==> config.mk <==
export PLATFORM = sky130hd
export DESIGN_NAME = magic_detector_flat
export DESIGN_NICKNAME = d
export VERILOG_FILES = /design/src/rtl/magic_pkg.sv /design/src/rtl/magic_detector_if.sv /design/src/rtl/magic_detector_ascii_fold.sv /design/src/rtl/magic_detector.sv /design/src/flat_wrapper.sv
export SDC_FILE = /design/constraint.sdc
export NUM_CORES = 1
export LEC_CHECK = 0
export BUFFER_PORTS_ARGS = -buffer_cell sky130_fd_sc_hd__buf_2
export CAP_MARGIN = 20
export CORE_MARGIN = 3
export CORE_UTILIZATION = 56
export CTS_BUF_LIST = sky130_fd_sc_hd__clkbuf_16
export DETAILED_ROUTE_END_ITERATION = 7
export PLACE_DENSITY = 0.81
export RECOVER_POWER = 50
export SYNTH_ARGS = -nofsm -noshare
export SYNTH_HDL_FRONTEND = slang
export SYNTH_SLANG_ARGS = --single-unit
==> constraint.sdc <==
create_clock -name clk -period 2.17 [get_ports clk]
set_input_delay 0.434 -clock clk [delete_from_list [all_inputs] [get_ports clk]]
set_output_delay 0.434 -clock clk [all_outputs]
set_load 0.02 [all_outputs]
==> src/rtl/magic_pkg.sv <==
// Shared constants for the "%PDF" magic-number detector: pattern bytes, case-fold mask, FSM encoding.
package magic_pkg;
  localparam logic [7:0] PAT0      = 8'h25;  // '%'
  localparam logic [7:0] PAT1      = 8'h50;  // 'P'
  localparam logic [7:0] PAT2      = 8'h44;  // 'D'
  localparam logic [7:0] PAT3      = 8'h46;  // 'F'
  localparam logic [7:0] FOLD_MASK = 8'h20;

  typedef enum logic [1:0] {
    S0 = 2'd0,
    S1 = 2'd1,
    S2 = 2'd2,
    S3 = 2'd3
  } state_t;
endpackage

==> src/rtl/magic_detector_if.sv <==
// Stream-in / status-out bundle between the file-reader stage and the magic detector.
interface magic_detector_if #(
  parameter int CNT_W = 8,
  parameter int OFS_W = 16
);
  logic             clear;
  logic             in_valid;
  logic [7:0]       in_data;
  logic             match;
  logic             found;
  logic [OFS_W-1:0] first_offset;
  logic [CNT_W-1:0] match_count;
  logic [OFS_W-1:0] byte_count;
  logic             ofs_ovf;

  modport master (
    output clear, in_valid, in_data,
    input  match, found, first_offset, match_count, byte_count, ofs_ovf
  );

  modport slave (
    input  clear, in_valid, in_data,
    output match, found, first_offset, match_count, byte_count, ofs_ovf
  );
endinterface

==> src/rtl/magic_detector_ascii_fold.sv <==
// Combinational case fold: lowercase ASCII letters map to uppercase when CASE_INS is set.
module ascii_fold
  import magic_pkg::*;
#(
  parameter int CASE_INS = 1
) (
  input  logic [7:0] dat_i,
  output logic [7:0] dat_o
);
  always_comb begin
    dat_o = dat_i;
    if ((CASE_INS != 0) && (dat_i >= 8'h61) && (dat_i <= 8'h7A)) begin
      dat_o = dat_i & ~FOLD_MASK;
    end
  end
endmodule

==> src/rtl/magic_detector.sv <==
// Scans a byte stream for "%PDF", pulsing match one cycle after the 'F' and tracking
// first-match offset plus saturating match/byte counters; all outputs registered.
module magic_detector
  import magic_pkg::*;
#(
  parameter int CASE_INS = 1,
  parameter int CNT_W    = 8,
  parameter int OFS_W    = 16
) (
  input  logic             clk,
  input  logic             rst,
  magic_detector_if.slave  bus
);
  localparam logic [CNT_W-1:0] CNT_ONE = {{(CNT_W-1){1'b0}}, 1'b1};
  localparam logic [OFS_W-1:0] OFS_ONE = {{(OFS_W-1){1'b0}}, 1'b1};

  state_t           state_q;
  logic             match_q;
  logic             found_q;
  logic             ofs_ovf_q;
  logic [OFS_W-1:0] first_offset_q;
  logic [OFS_W-1:0] cand_q;
  logic [CNT_W-1:0] match_count_q;
  logic [CNT_W-1:0] match_count_d;
  logic [OFS_W-1:0] byte_count_q;
  logic [OFS_W-1:0] byte_count_d;
  logic [7:0]       fold_dat;

  ascii_fold #(.CASE_INS(CASE_INS)) u_fold (
    .dat_i (bus.in_data),
    .dat_o (fold_dat)
  );

  assign byte_count_d  = (&byte_count_q)  ? byte_count_q  : byte_count_q + OFS_ONE;
  assign match_count_d = (&match_count_q) ? match_count_q : match_count_q + CNT_ONE;

  always_ff @(posedge clk or posedge rst) begin
    if (rst) begin
      state_q        <= S0;
      match_q        <= 1'b0;
      found_q        <= 1'b0;
      ofs_ovf_q      <= 1'b0;
      first_offset_q <= '0;
      cand_q         <= '0;
      match_count_q  <= '0;
      byte_count_q   <= '0;
    end else if (bus.clear) begin
      // Clear wins over any byte presented alongside it, including a completing 'F'.
      state_q        <= S0;
      match_q        <= 1'b0;
      found_q        <= 1'b0;
      ofs_ovf_q      <= 1'b0;
      first_offset_q <= '0;
      cand_q         <= '0;
      match_count_q  <= '0;
      byte_count_q   <= '0;
    end else begin
      match_q <= 1'b0;
      if (bus.in_valid) begin
        byte_count_q <= byte_count_d;
        ofs_ovf_q    <= ofs_ovf_q | (&byte_count_d);
        // A '%' restarts the pattern from any state; its index saturates with byte_count.
        if (fold_dat == PAT0) begin
          state_q <= S1;
          cand_q  <= byte_count_q;
        end else begin
          case (state_q)
            S1:      state_q <= (fold_dat == PAT1) ? S2 : S0;
            S2:      state_q <= (fold_dat == PAT2) ? S3 : S0;
            S3: begin
              state_q <= S0;
              if (fold_dat == PAT3) begin
                match_q       <= 1'b1;
                found_q       <= 1'b1;
                match_count_q <= match_count_d;
                if (!found_q) begin
                  first_offset_q <= cand_q;
                end
              end
            end
            default: state_q <= S0;
          endcase
        end
      end
    end
  end

  assign bus.match        = match_q;
  assign bus.found        = found_q;
  assign bus.first_offset = first_offset_q;
  assign bus.match_count  = match_count_q;
  assign bus.byte_count   = byte_count_q;
  assign bus.ofs_ovf      = ofs_ovf_q;
endmodule

==> src/flat_wrapper.sv <==
// flat-port wrapper written by rule: the top's interface ports become plain ports
module magic_detector_flat import magic_pkg::*;
#(
  parameter int CASE_INS = 1,
  parameter int CNT_W    = 8,
  parameter int OFS_W    = 16
)
  (clk, rst, bus_clear, bus_in_valid, bus_in_data, bus_match, bus_found, bus_first_offset, bus_match_count, bus_byte_count, bus_ofs_ovf);
  magic_detector_if #(.CNT_W(CNT_W), .OFS_W(OFS_W)) bus_i ();
  input  logic clk;
  input  logic rst;
  input wire logic [$bits(bus_i.clear)-1:0] bus_clear;
  input wire logic [$bits(bus_i.in_valid)-1:0] bus_in_valid;
  input wire logic [$bits(bus_i.in_data)-1:0] bus_in_data;
  output wire logic [$bits(bus_i.match)-1:0] bus_match;
  output wire logic [$bits(bus_i.found)-1:0] bus_found;
  output wire logic [$bits(bus_i.first_offset)-1:0] bus_first_offset;
  output wire logic [$bits(bus_i.match_count)-1:0] bus_match_count;
  output wire logic [$bits(bus_i.byte_count)-1:0] bus_byte_count;
  output wire logic [$bits(bus_i.ofs_ovf)-1:0] bus_ofs_ovf;
  assign bus_i.clear = bus_clear;
  assign bus_i.in_valid = bus_in_valid;
  assign bus_i.in_data = bus_in_data;
  assign bus_match = bus_i.match;
  assign bus_found = bus_i.found;
  assign bus_first_offset = bus_i.first_offset;
  assign bus_match_count = bus_i.match_count;
  assign bus_byte_count = bus_i.byte_count;
  assign bus_ofs_ovf = bus_i.ofs_ovf;
  magic_detector #(.CASE_INS(CASE_INS), .CNT_W(CNT_W), .OFS_W(OFS_W)) u_core (.clk(clk), .rst(rst), .bus(bus_i));
endmodule
==> results.txt <==
----------------------------------------------------
[Clocking]
  Clock tree from TritonCTS ... done
  Clock tree root driver cell ... sky130_fd_sc_hd__clkbuf_16
  Insertion delay to the later sink of the worst-skew pair ... 330 ps
  Clock buffer count from CTS ... 9
  H-tree depth ... 3
  TritonCTS sink count ... 61
  Buffers inserted by post-CTS timing repair ... 0
  Clock Pin Slew Worst Setup and Hold Paths ... 50 ps
  CTS max path bufs ... 2

[STA]
  Number of setup violations in the final report ... 0
  Actual transition at the worst max-transition pin ... 1060 ps
  Final hold violation count ... 0
  Relative slew slack ... 29.4%
  Setup TNS after final layout ... 0 ps
  RSZ-0062 raised after global routing ... false
  Maximum frequency from static timing analysis ... 516 MHz
  Max-slew violation count ... 0
  Final Hold Slack ... 195 ps
  Final clock period utilization by the worst path ... 89.3%
  Final period demand of the worst path ... 1940 ps
  Clock skew after layout ... 5.94 ps

[GRT]
  Number of antenna violations at the first check in global routing ... 0
  First-pass GRT wire length ... 12.1 mm
  Maximum number of pins on one net before global-route repair ... 62
  Via count of the first global-routing pass ... 2506
  Gr usage total ... 24.5%
  Total gr overflow ... 0

[Drt]
  Via count of the routed design ... 2667
  Number of nets still failing antenna checks after routing ... 0
  Number of remaining DRC errors ... 0
  Post-Route WL ... 7.15 mm
  Number of vias per cell ... 5.60
  Count of routing violations after the opening detailed-route iteration ... 209
  Wirelength per Cell ... 15.0 µm
  Pre-Repair DR Iteration Count ... 5

[Critical path]
  Crit path arrival time ... 2190 ps
  Worst reg2reg path depth ... 6
  Sort of element at the end of the critical path ... register
  Register-to-register setup slack ... 230 ps
  Type of the worst setup path ... register to register
  Capturing point of the worst reg2reg path ... u_core.bus.first_offset[9]
  Max Fanout on Critical Path ... 16
  Sort of element at the start of the critical path ... register
  Required time of the worst setup path ... 2420 ps
  Worst flop-to-flop path startpoint ... u_core.state_q[0]

[Yosys]
  Number of synthesized register bits ... 61
  Predominant post-synthesis flop cell ... sky130_fd_sc_hd__dfrtp_1
  Synth Area in Compound Gates ... 12.3%
  Simple-gate area share of the yosys netlist ... 26.3%
  Parity-gate share of the synthesized area counting xor and xnor cells ... 5.07%
  Cell area after synthesis ... 0.00311 mm²
  Synthesized-area fraction occupied by adder cells ... 2.01%
  Number of unique standard cell types used by synthesis ... 49
  Share of synthesized registers carrying an async set or reset ... 100%
  Multiplexer area fraction after synthesis ... 0.322%
  Number of enable flip-flop cells after synthesis ... 0
  Net count of the mapped netlist ... 357
  Synth Warn # ... 0
  Combinational family with the most area after synthesis ... simple AND/OR/NAND/NOR gates
  Cell count after synthesis ... 340
  Sequential-to-total area share from yosys stat ... 49.1%
  Mapped Avg Cell Area ... 9.15 µm²

[Placement]
  Gp weighted congestion ... 0.905
  Estimated wirelength of the detail-placed design ... 4.85 mm
  Port-buffer cells ... 54
  Placed cell areas ... 0.00348 mm²

[Die]
  Area of the die ... 0.00649 mm²
  Starting density of the core ... 59.4%
  Die H ... 80.5 µm
  I/O pin cnt ... 55
  Core box area ... 0.00524 mm²
  Die X ... 80.5 µm
  Total number of placement rows ... 26

[Cells and area]
  Final Core Density ... 71.8%
  Area of the multi-input gates ... 0.00144 mm²
  Fill count ... 413
  Share of final-layout standard cells stronger than drive strength 1 ... 18.7%
  Signed area change from the synthesized netlist to the final layout ... 20.8%
  Sequential cell area ... 0.00153 mm²
  Cell area after layout ... 0.00376 mm²
  Antenna cells ... 0
  Final net count ... 418

[Power]
  Combinational power share ... 4.0%
  Cell internal power dissipation ... 2.16 mW
  Sequential fraction of design power ... 42.1%
  Net Sw Power ... 0.563 mW
  Clock share of power ... 53.9%
  Leakage Power ... 1.67 nW
  VDD IR-drop max ... 0.000439 V
  Final Total Pwr ... 2.72 mW
  Net Sw Frac ... 20.7%
  Power Density ... 724 mW/mm²

[Run]
  Reported max-cap violation count ... 0

[Run status]
  Result of the run ... finished, final reports clean

[Hold path]
  Worst Hold Class ... primary input to async pin

----------------------------------------------------
placed cells by master, fill, tap and decap left out, types with 2 or more instances in the layout:
cell	Yosys	final
sky130_fd_sc_hd__nand4_4	2	2
sky130_fd_sc_hd__nor2b_1	2	2
sky130_fd_sc_hd__clkbuf_16	0	9
sky130_fd_sc_hd__a311oi_1	3	3
sky130_fd_sc_hd__o21ai_0	5	5
sky130_fd_sc_hd__nand2_1	75	75
sky130_fd_sc_hd__nor2_1	26	26
sky130_fd_sc_hd__nand3_1	11	11
sky130_fd_sc_hd__nand4b_1	3	3
sky130_fd_sc_hd__xnor2_1	4	4
sky130_fd_sc_hd__inv_1	6	7
sky130_fd_sc_hd__or3_1	3	3
sky130_fd_sc_hd__nand3b_1	2	2
sky130_fd_sc_hd__clkbuf_1	9	20
sky130_fd_sc_hd__a211oi_1	3	3
sky130_fd_sc_hd__bufinv_16	0	2
sky130_fd_sc_hd__buf_4	4	16
sky130_fd_sc_hd__nor2_2	2	2
sky130_fd_sc_hd__buf_2	5	34
sky130_fd_sc_hd__nand2b_1	3	3
sky130_fd_sc_hd__clkinv_1	0	2
sky130_fd_sc_hd__a21oi_1	44	44
sky130_fd_sc_hd__nand4_1	11	11
sky130_fd_sc_hd__nor3_1	7	7
sky130_fd_sc_hd__and3_1	4	4
sky130_fd_sc_hd__xor2_1	14	14
sky130_fd_sc_hd__and4_1	2	2
sky130_fd_sc_hd__ha_1	5	5
sky130_fd_sc_hd__dfrtp_1	61	61
sky130_fd_sc_hd__clkinv_2	0	2
cell usage after synthesis, types with 2 or more instances:
cell                       number  share of area [%]
sky130_fd_sc_hd__a211oi_1       3               0.72
sky130_fd_sc_hd__a21oi_1       44                7.1
sky130_fd_sc_hd__a311oi_1       3               0.84
sky130_fd_sc_hd__and3_1         4               0.80
sky130_fd_sc_hd__and4_1         2               0.56
sky130_fd_sc_hd__buf_2          5               0.80
sky130_fd_sc_hd__buf_4          4               0.97
sky130_fd_sc_hd__buf_6          2               0.72
sky130_fd_sc_hd__clkbuf_1       9                1.1
sky130_fd_sc_hd__dfrtp_1       61                 49
sky130_fd_sc_hd__ha_1           5                2.0
sky130_fd_sc_hd__inv_1          6               0.72
sky130_fd_sc_hd__nand2_1       75                9.1
sky130_fd_sc_hd__nand2b_1       3               0.60
sky130_fd_sc_hd__nand3_1       11                1.8
sky130_fd_sc_hd__nand3b_1       2               0.48
sky130_fd_sc_hd__nand4_1       11                2.2
sky130_fd_sc_hd__nand4_4        2                1.4
sky130_fd_sc_hd__nand4b_1       3               0.84
sky130_fd_sc_hd__nor2_1        26                3.1
sky130_fd_sc_hd__nor2_2         2               0.40
sky130_fd_sc_hd__nor2b_1        2               0.40
sky130_fd_sc_hd__nor3_1         7                1.1
sky130_fd_sc_hd__o21ai_0        5               0.80
sky130_fd_sc_hd__or3_1          3               0.60
sky130_fd_sc_hd__xnor2_1        4                1.1
sky130_fd_sc_hd__xor2_1        14                3.9
state kept, by name (all words and copies together) (netlist names):
name,cells
u_core.bus.match,1
u_core.cand_q,16
u_core.bus.match_count,8
u_core.bus.found,1
u_core.bus.ofs_ovf,1
u_core.bus.first_offset,16
u_core.state_q,2
u_core.bus.byte_count,16
routing by layer:
layer	vias up	GRT usage (%)	share of wire (%)
li1	1297	-	-
met1	1263	33.5	45
met2	94	36.4	46
met3	13	4.93	6.7
met4	0	13.0	1.6
met5	-	0	0
logic make-up after synthesis:
family | Yosys count
AOI/OAI and AO/OA | 65
adders and majority gates | 5
muxes | 1
xor gates and xnor gates | 18
DFF | 61
and+or+nand+nor | 162
buffers and inverters | 28
layout make-up:
class | instances | area share, %
inverters | 7 | 0.699
multi-input cells | 251 | 38.3
clock inverters | 7 | 2.16
flip-flops and latches | 61 | 40.6
repair buffers | 71 | 9.85
clock buffers | 9 | 5.99
well taps | 70 | 2.33
through the flow:
step | worst slack [ps] | std cells
final | 231 | 476
after CTS | 208 | 476
after global placement | 182 | 460
after detailed placement | 135 | 460
after floorplan | 223 | 340
after global routing | 56.7 | 476
repair_timing:
| item | CTS | global route |
|---|---|---|
| gates resized for setup | 0 | 1 |
| hold buffers | 0 | 0 |
| setup endpoints to repair | 0 | 1 |
| hold endpoints to repair | 0 | 0 |
power by group through the flow:
stage | Clock, mW | Combinational [mW] | Sequential (mW)
4_1_cts | 1.48 | 0.114 | 1.15
3_5_place_dp | 0 | 0.113 | 1.16
2_1_floorplan | 0 | 0.0654 | 1.17
3_3_place_gp | 0 | 0.111 | 1.16
6_report | 1.47 | 0.109 | 1.15
5_1_grt | 1.54 | 0.121 | 1.15
worst max path at each step:
stage                      startpoint                         end  slack, ps
floorplan                         rst    u_core.bus.byte_count[0]        220
global placement       bus_in_data[7]            u_core.cand_q[5]        180
detailed placement     bus_in_data[7]            u_core.cand_q[1]        130
CTS                 u_core.state_q[0]   u_core.bus.match_count[7]        210
global route        u_core.state_q[0]  u_core.bus.first_offset[6]         60
finish              u_core.state_q[0]  u_core.bus.first_offset[9]        230
critical path, cell delays in order (launching register included):
cell                       delay, ps
sky130_fd_sc_hd__dfrtp_1         420
sky130_fd_sc_hd__ha_1            230
sky130_fd_sc_hd__and3_1          170
sky130_fd_sc_hd__nand4_1         210
sky130_fd_sc_hd__nand2b_1        530
sky130_fd_sc_hd__nand2_1         150
sky130_fd_sc_hd__a21oi_1         150
Note: power is estimated with default switching activity, not from simulation.
